**src/rtl/full_adder_pkg.sv**
```systemverilog
// Shared constants and 1-bit golden functions for the full_adder block.
package full_adder_pkg;

    localparam int FA_DEFAULT_WIDTH = 1;

    function automatic logic fa_sum(input logic a, input logic b, input logic ci);
        return a ^ b ^ ci;
    endfunction

    function automatic logic fa_carry(input logic a, input logic b, input logic ci);
        return (a & b) | (ci & (a ^ b));
    endfunction

endpackage

```
**src/rtl/full_adder_fa_bit.sv**
```systemverilog
// Combinational 1-bit full adder cell, the ripple stage of full_adder.
module fa_bit
    import full_adder_pkg::*;
(
    output logic s,
    output logic co,
    input  logic a,
    input  logic b,
    input  logic ci
);

    assign s  = fa_sum(a, b, ci);
    assign co = fa_carry(a, b, ci);

endmodule

```
**src/rtl/full_adder.sv**
```systemverilog
// Registered WIDTH-bit ripple full adder with one-cycle latency.
// Optional feature: define FULL_ADDER_OVF_EN to add the registered overflow output ovf.
module full_adder
    import full_adder_pkg::*;
#(
    parameter int WIDTH = FA_DEFAULT_WIDTH
)
(
    input  logic             clk,
    input  logic             rst,
    output logic [WIDTH-1:0] s,
    output logic             c_out,
    input  logic [WIDTH-1:0] a,
    input  logic [WIDTH-1:0] b,
    input  logic             c_in,
    input  logic             in_valid,
    output logic             out_valid
`ifdef FULL_ADDER_OVF_EN
    ,
    output logic             ovf
`endif
);

    // carry_s[i] is the carry into bit i; carry_s[WIDTH] is the carry out of the MSB
    logic [WIDTH:0]   carry_s;
    logic [WIDTH-1:0] sum_s;

    assign carry_s[0] = c_in;

    for (genvar i = 0; i < WIDTH; i++) begin : g_ripple
        fa_bit u_fa_bit (
            .s  (sum_s[i]),
            .co (carry_s[i+1]),
            .a  (a[i]),
            .b  (b[i]),
            .ci (carry_s[i])
        );
    end

    // Output result registers: reset clears, valid captures, otherwise hold
    always_ff @(posedge clk) begin
        if (rst) begin
            s         <= {WIDTH{1'b0}};
            c_out     <= 1'b0;
            out_valid <= 1'b0;
        end else if (in_valid) begin
            s         <= sum_s;
            c_out     <= carry_s[WIDTH];
            out_valid <= 1'b1;
        end else begin
            out_valid <= 1'b0;
        end
    end

`ifdef FULL_ADDER_OVF_EN
    // Signed overflow register, updated and held in lockstep with c_out
    always_ff @(posedge clk) begin
        if (rst) begin
            ovf <= 1'b0;
        end else if (in_valid) begin
            ovf <= carry_s[WIDTH] ^ carry_s[WIDTH-1];
        end else begin
            ovf <= ovf;
        end
    end
`endif

endmodule

```
**config.mk**
```make
export PLATFORM = sky130hd
export DESIGN_NAME = full_adder
export DESIGN_NICKNAME = d
export VERILOG_FILES = /design/src/rtl/full_adder_pkg.sv /design/src/rtl/full_adder_fa_bit.sv /design/src/rtl/full_adder.sv
export SDC_FILE = /design/constraint.sdc
export NUM_CORES = 1
export LEC_CHECK = 0
export ABC_AREA = 1
export CAP_MARGIN = 10
export CORE_AREA = 4 4 41 43
export DETAILED_ROUTE_END_ITERATION = 12
export DIE_AREA = 0 0 45 47
export PLACE_DENSITY = 0.34
export SLEW_MARGIN = 30
export SYNTH_ARGS = -nofsm -noshare
export SYNTH_HDL_FRONTEND = slang
export SYNTH_HIERARCHICAL = 1
export SYNTH_SLANG_ARGS = --single-unit
```
**constraint.sdc**
```tcl
create_clock -name clk -period 0.9 [get_ports clk]
set_input_delay 0.18 -clock clk [delete_from_list [all_inputs] [get_ports clk]]
set_output_delay 0.18 -clock clk [all_outputs]
set_load 0.02 [all_outputs]
```
After elaboration in Yosys (flattened, before gate mapping)
Index checks and enable logic that the tools add are counted.

word-level totals
  output and inout port bits = 3
  bits in registers = 3
  memory bits (writable) = 0
  memories kept = 0
  logic and storage cells = 9
  bits of input ports = 6
  bits in read-only memories = 0
  bits in latches = 0

operators by class
  bitwise operators = 5
  $mul = 0
  equal/unequal tests = 0
  add/sub/neg operators = 0
  magnitude comparators = 0
  divide/modulo/power cells = 0
  multiplexer cells = 1
  shift operators = 0
  reduce and logical (&&, ||, !) cells = 0

operator list
  operator     count
  $and 1x1->1  2
  $xor 1x1->1  2
  $mux 1       1
  $or 1x1->1   1

Longest topological paths before layout
Gate-level depths: netlist (run 1).

  depth after elaboration = 3
  gate-level depth with buffers = 5
  depth with buffers taken out = 5

Hierarchy
The synthesis (run 1) kept the hierarchy.

modules (own cells, without submodules)
  module      area an instance (um^2)  sequential area each (um^2)  instances  cells each
  full_adder  108.9                    60.1                         1          16
  fa_bit      20.0                     0.0                          1          1

Worst setup path after synthesis (run 1)
No wires, ideal clock.

  kind = input to register
  start = in a
  end = reg s
  data required time = 0.836 ns
  setup time = 0.064 ns
  stages = 5
  slack = -0.033 ns
  path buffers = 0
  data arrival time = 0.869 ns
  cells stage by stage = fa_1 > inv_1 > nand2_1 > nand2_1 > nor2_1

on the way
  longest elaborated chain between the ends = 2

ends and longest elaborated chain
  item                      line                 RTL
  start: declaration        full_adder.sv:13     input logic [WIDTH-1:0] a,
  $xor 1x1->1 (2 in a row)  full_adder_pkg.sv:7  return a ^ b ^ ci;
  end signal: assignment    full_adder.sv:43     s <= {WIDTH{1'b0}};
  end signal: assignment    full_adder.sv:47     s <= sum_s;
  end: declaration          full_adder.sv:11     output logic [WIDTH-1:0] s,

Every way passes these cells.
A chain may end at the register's enable or synchronous reset.

Worst setup path after layout (run 1)
  start = reg c_out
  end = out c_out

RTL lines
  item                      line              RTL
  start: declaration        full_adder.sv:12  output logic c_out,
  start signal: assignment  full_adder.sv:48  c_out <= carry_s[WIDTH];

No word-level cell between the ends.

==> summary.txt, run 1 <==
Setup path
  – FF-to-FF End: s
  – Setup crit start: c_out
  – Flop-to-flop setup slack: between 0.3 and 0.4 ns
  – Endpoint class of the critical path: output port
  – Worst r2r src: s
  – CP Buf/Inv Count: 1
  – CP Data Required Time: 0.72 ns
  – Crit path to: c_out
  – Critical path depth: 1
  – R2r worst-path depth: 2
  – Critical Path Fanout Max: 2
  – CP Launch Type: flop
  – Crit path DAT: around 0.67 ns
  – CP max stage cell: dfxtp_2
  – Worst-path cell chain: buf_6
  – Crit path max-delay family: flip-flops
  – Slowest cell delay on critical path: 0.33 ns
  – Critical path class: reg2out

Synth
  – Post-Syn Nets: 24
  – Simple-gate share of the synthesized area: 26.2%
  – Asr flop ratio synth: 0%
  – Top post-synthesis cells by area: dfxtp_1 47%, fa_1 16%, nor2_1 15%, inv_1 12%, nand2_1 12%
  – Main flop type after synthesis: dfxtp_1
  – Post-synth top cells: 5 x nor2_1, 4 x inv_1, 4 x nand2_1
  – Most numerous cell in the Yosys netlist: nor2_1
  – Top-area cell type share of the netlist area: a little under half
  – Syn Area/Cell: 7.58 sq um
  – Yosys warns: 6
  – Largest family of logic cells by synthesized area: simple AND/OR/NAND/NOR gates
  – Multiplexer share of the synthesized area: 0%
  – Synth area leader: dfxtp_1
  – Post-synthesis compound-gate area fraction: 0%
  – Xor and xnor fraction of the mapped netlist area: 0%
  – Number of synthesized register bits: 3
  – Post-synth cell types: 5
  – Area of the mapped netlist: 129 sq um
  – Adder-cell share of the synthesized area: between 10% and 20%
  – Post-synth EDFFs: 0
  – Synth Instances: 17
  – Seq/Total Area, Yosys: 46.6%

Placed design
  – Cell count after placement: 40
  – Place WS: -0.529 ns
  – Placer Congestion: approximately 0.62
  – Port Buf Inserts: 8
  – DP Wirelength: approximately 250 microns

Clock tree
  – Num CTS Buffers: 3
  – Clock-pin slew on the worst setup and hold paths: around 0.04 ns
  – TritonCTS clock tree: done
  – Post-CTS Setup Repair Bufs: 0
  – CTS HTree Levels: 1
  – CTS Sinks: 3
  – Worst-case clock buffer depth: 2
  – Clk_lat worst skew: 0.23 ns
  – Root Buffer: clkbuf_4

Timing
  – Setup ws final: roughly 0.046 ns
  – Clock period minus final worst setup slack: 0.854 ns
  – Setup violators final: 0
  – Final Hold Violating Endpoints: 0
  – Slew Viols, Final: 0
  – Worst hold slack: 0.415 ns
  – Relative slew margins: between 80% and 90%
  – Tightest Pin Transition: roughly 0.17 ns
  – Clk_skew: 0 ns
  – Max Fclk: 1170 MHz
  – RSZ-0062 raised after global routing: no
  – Fin crit share: between 90 and 100%

Die
  – Die height: around 47 microns
  – Core ar.: around 1300 sq um
  – Starting Density: 9.90%
  – I/O pin cnt: 9
  – Die Wd: around 45 microns
  – Core Rows: 13
  – Die footprint: 2120 sq um

Final layout
  – Final Non-Filler Cells: between 40 and 50
  – Share of cells above drive strength 1: 41.4%
  – Nets@finish: 37
  – Inserted Diodes: 0
  – Synth-to-Final Area Change: 94.2%
  – Filler instances: 159

Run
  – Max-cap violations: 0

Detailed routing
  – Drt first pass iters: 1
  – Detailed Route Iter0 Violations: 0
  – Total wire length: 321 microns
  – Drt via density: 2.91
  – ANT nets after route: 0
  – DR vias: 128
  – Routed len/inst: roughly 7.3 microns
  – Number of remaining DRC errors: 0

Power
  – Leak: 0.129 nW
  – Tot Pwr: 0.000466 W
  – Peak VDD IR: between 0.7 and 0.8 mV
  – PD cells: about 1900 nW/um^2

Hold path
  – Worst min path class: in2reg

GRT
  – Vias in the first global route: 143
  – Largest net degree at the start of global routing: 6
  – Global-route wire length before repair: 558 microns
  – Initial antenna violation count: 0
  – Total GRT Usage: under 10%
  – Overflow after GRT: 0

Outcome
  – Status: complete, no violations
-- sequential cells by signal, summed over array words and instances (netlist names) --
signal     count
c_out          1
out_valid      1
s              1
-- kinds of logic (layout without fill, tap and decap cells) --
| family | Yosys count | in the layout |
|---|---|---|
| and+or+nand+nor | 9 | 9 |
| DFF | 3 | 3 |
| buffers and inverters | 4 | 16 |
| adders and majority gates | 1 | 1 |
-- where the power goes --
part / switching [W] / total [W] / internal (W) / leakage [nW]
Clock: 0.0000674 / 0.000233 / 0.000166 / 0.0150
Combinational: 0.0000383 / 0.0000814 / 0.0000431 / 0.0887
Sequential: 0.00000570 / 0.000151 / 0.000145 / 0.0255
-- final cells by class --
cell class / count / area, sq um / area share (%)
timing repair buffer: 8 / 71.3 / 28.5
sequential: 3 / 62.6 / 25.0
inverter: 4 / 15.0 / 6.00
clock buffer: 4 / 26.3 / 10.5
multi-input combinational: 10 / 56.3 / 22.5
tap: 15 / 18.8 / 7.50
-- worst min-delay path: cells and delay by family --
family	cells	cell delay, ns
adder cells (fa/ha/maj)	1	0.16
buffers and inverters	2	0.11
AND/OR/NAND/NOR	3	0.16
-- metrics by stage --
| step | instance area (sq um) | util [%] | TNS (ns) |
|---|---|---|---|
| floorplan | 129 | - | -0.0330 |
| global placement | 228 | 17.5 | -1.54 |
| detailed placement | 228 | 17.5 | -1.59 |
| CTS | 239 | 18.4 | 0 |
| global route | 250 | 19.2 | 0 |
| finish | 250 | 19.2 | 0 |
-- repair_timing --
| action | 4_1_cts | 5_1_grt |
|---|---|---|
| endpoints found under the setup margin | 5 | 3 |
| pin swaps | 3 | 3 |
| hold buffers | 0 | 0 |
| gates resized for setup | 26 | 6 |
-- worst min path at each step --
stage | from | to | slack [ns] | cells past startpoint
2_1_floorplan | rst | out_valid | 0.25 | 1
3_3_place_gp | c_out | c_out | 0.46 | 2
3_5_place_dp | s | s | 0.48 | 2
4_1_cts | c_in | c_out | 0.44 | 6
5_1_grt | a | s | 0.47 | 6
6_report | a | s | 0.41 | 6
-- cells in the final DEF, fill, tap and decap left out --
cell	instances
nor2_1	4
clkbuf_2	1
dfxtp_2	2
buf_6	3
clkbuf_1	1
fa_1	1
buf_2	1
buf_4	1
inv_1	4
clkbuf_4	3
dfxtp_1	1
nor2_2	1
clkdlybuf4s50_1	2
nand2_1	4
-- routing by layer --
layer | up-vias | part of all wire [%] | routed length, microns | track usage [%]
li1 | 70 | - | - | -
met1 | 51 | 41 | 131 | 3.18
met2 | 7 | 45 | 146 | 6.21
met3 | 0 | 13 | 43 | 4.60
met4 | 0 | 0 | 0 | 3.51
met5 | - | 0 | 0 | 0
Power figures use the tool's default switching activity.
==> run 2: changes to the inputs <==
--- a/config.mk
+++ b/config.mk
@@ -11,6 +11,7 @@
 export DETAILED_ROUTE_END_ITERATION = 12
 export DIE_AREA = 0 0 45 47
 export PLACE_DENSITY = 0.34
+export REMOVE_ABC_BUFFERS = 1
 export SLEW_MARGIN = 30
 export SYNTH_ARGS = -nofsm -noshare
 export SYNTH_HDL_FRONTEND = slang
==> summary.txt, run 2 (synthesis results as in run 1) <==
Setup path
  – R2r worst-path depth: 2 (unchanged)
  – CP max stage cell: dfxtp_2 (unchanged)
  – CP Buf/Inv Count: 1 (unchanged)
  – Crit path DAT: 0.67 ns (about the same)
  – CP Data Required Time: 0.72 ns (about the same)
  – Critical path depth: 1 (unchanged)
  – Crit path max-delay family: flip-flops (unchanged)
  – Slowest cell delay on critical path: 0.33 ns (about the same)
  – Worst r2r src: s (unchanged)
  – Critical path class: reg2out (unchanged)
  – Endpoint class of the critical path: output port (unchanged)
  – FF-to-FF End: s (unchanged)
  – Flop-to-flop setup slack: 0.31 ns (about the same)
  – Worst-path cell chain: buf_6 (unchanged)
  – Critical Path Fanout Max: 2 (unchanged)
  – CP Launch Type: flop (unchanged)

GRT
  – Total GRT Usage: 4.27% (unchanged)
  – Met3 GRT Util: 4.60% (unchanged)
  – M2 GR Usage: 6.21% (unchanged)
  – Peak-usage layer in the global routing report: met2 (unchanged)
  – Met1 usage: 3.18% (unchanged)
  – Overflow after GRT: 0 (unchanged)
  – Initial antenna violation count: 0 (unchanged)
  – Global-route wire length before repair: 558 microns (unchanged)
  – Vias in the first global route: 143 (unchanged)
  – Largest net degree at the start of global routing: 6 (unchanged)

Power
  – Peak VDD IR: 0.773 mV (unchanged)
  – Leak: 0.129 nW (unchanged)
  – PD cells: 1860 nW/um^2 (unchanged)

Clock tree
  – CTS Sinks: 3 (unchanged)
  – Num CTS Buffers: 3 (unchanged)
  – Worst-case clock buffer depth: 2 (unchanged)
  – Root Buffer: clkbuf_4 (unchanged)
  – Clk_lat worst skew: 0.23 ns (about the same)
  – CTS HTree Levels: 1 (unchanged)
  – TritonCTS clock tree: done (unchanged)
  – Post-CTS Setup Repair Bufs: 0 (unchanged)
  – Clock-pin slew on the worst setup and hold paths: 0.04 ns (about the same)

Timing
  – Clock period minus final worst setup slack: 0.854 ns (unchanged)
  – RSZ-0062 raised after global routing: no (unchanged)
  – Clk_skew: 0 ns (unchanged)
  – Setup violators final: 0 (unchanged)
  – Final Hold Violating Endpoints: 0 (unchanged)
  – Fin crit share: 94.9% (unchanged)
  – Worst hold slack: 0.415 ns (unchanged)
  – Max Fclk: 1170 MHz (unchanged)
  – Relative slew margins: 88.6% (unchanged)
  – Slew Viols, Final: 0 (unchanged)
  – Tightest Pin Transition: 0.171 ns (unchanged)

Hold path
  – Hold path startpoint: a (unchanged)
  – Worst min path class: in2reg (unchanged)
  – Hold Path Stages: 6 (unchanged)
  – Min-Delay Endpoint: s (unchanged)

Die
  – Die height: 47 microns (unchanged)
  – Core ar.: 1300 sq um (unchanged)
  – Core Rows: 13 (unchanged)
  – I/O pin cnt: 9 (unchanged)
  – Die Wd: 45 microns (unchanged)
  – Starting Density: 9.90% (unchanged)
  – Die footprint: 2120 sq um (unchanged)

Final layout
  – Top Registers: c_out: 1 flops, out_valid: 1 flops, s: 1 flops (unchanged)
  – Inserted Diodes: 0 (unchanged)
  – Nets@finish: 37 (unchanged)
  – Filler instances: 159 (unchanged)
  – Fin util: 19.2% (unchanged)
  – Share of cells above drive strength 1: 41.4% (unchanged)
  – Synth-to-Final Area Change: 94.2% (unchanged)
  – Commonest non-fill, non-tap cells in the layout: 4 x nor2_1, 4 x inv_1, 4 x nand2_1 (unchanged)

Detailed routing
  – Detailed Route Iter0 Violations: 0 (unchanged)
  – Total wire length: 321 microns (unchanged)
  – DR vias: 128 (unchanged)
  – Drt first pass iters: 1 (unchanged)
  – Drt via density: 2.91 (unchanged)
  – ANT nets after route: 0 (unchanged)
  – Number of remaining DRC errors: 0 (unchanged)
  – Routed len/inst: 7.30 microns (unchanged)

Placed design
  – Placer Congestion: 0.617 (was 0.616)
  – Port Buf Inserts: 8 (unchanged)
  – DP Wirelength: 251 microns (about the same)

Run
  – Max-cap violations: 0 (unchanged)

Outcome
  – Status: complete, no violations (unchanged)
[run 2: cell counts in the layout (fill, tap and decap cells not counted)]
Identical to the previous run, type by type.
[run 2: worst max path at each step]
stage	from	endpoint	slack [ns]
floorplan	a	s	-0.03
global route	c_out	c_out	0.004
finish	c_out	c_out	0.05
detailed placement	a	s	-0.53
global placement	a	s	-0.52
CTS	b	s	0.002
[run 2: metrics by stage]
stage	power [W]	instances	TNS (ns)	cell area, sq um	setup WS [ns]
CTS	0.000475	44	0	239	0.00211
detailed placement	0.000234	40	-1.59	228	-0.529
global route	0.000512	44	0	250	0.00445
floorplan	0.000183	17	-0.0330	129	-0.0330
global placement	0.000233	40	-1.54	228	-0.516
finish	0.000466	44	0	250	0.0460
[run 2: what timing repair did]
item / in CTS / in global routing
setup endpoints to repair: 5 / 3
hold buffers: 0 / 0
resized for setup: 26 / 6
pin swaps: 3 / 3
cloned: 0 / 0
[run 2: per-layer routing]
layer	vias to the layer above	part of all wire (%)
met5	-	0
met4	0	0
met3	0	13
met2	7	45
met1	51	41
li1	70	-
[run 2: where the power goes]
part           internal [W]   total, W  leakage [nW]  switching [W]
clock              0.000166   0.000233        0.0150      0.0000674
combinational     0.0000431  0.0000814        0.0887      0.0000383
sequential         0.000145   0.000151        0.0255     0.00000570
[run 2: layout make-up]
cell class	instances	area, sq um	area share, %
multi-input combinational	10	56.3	22.5
inverter	4	15.0	6.00
timing repair buffer	8	71.3	28.5
clock buffer	4	26.3	10.5
sequential	3	62.6	25.0
tap	15	18.8	7.50
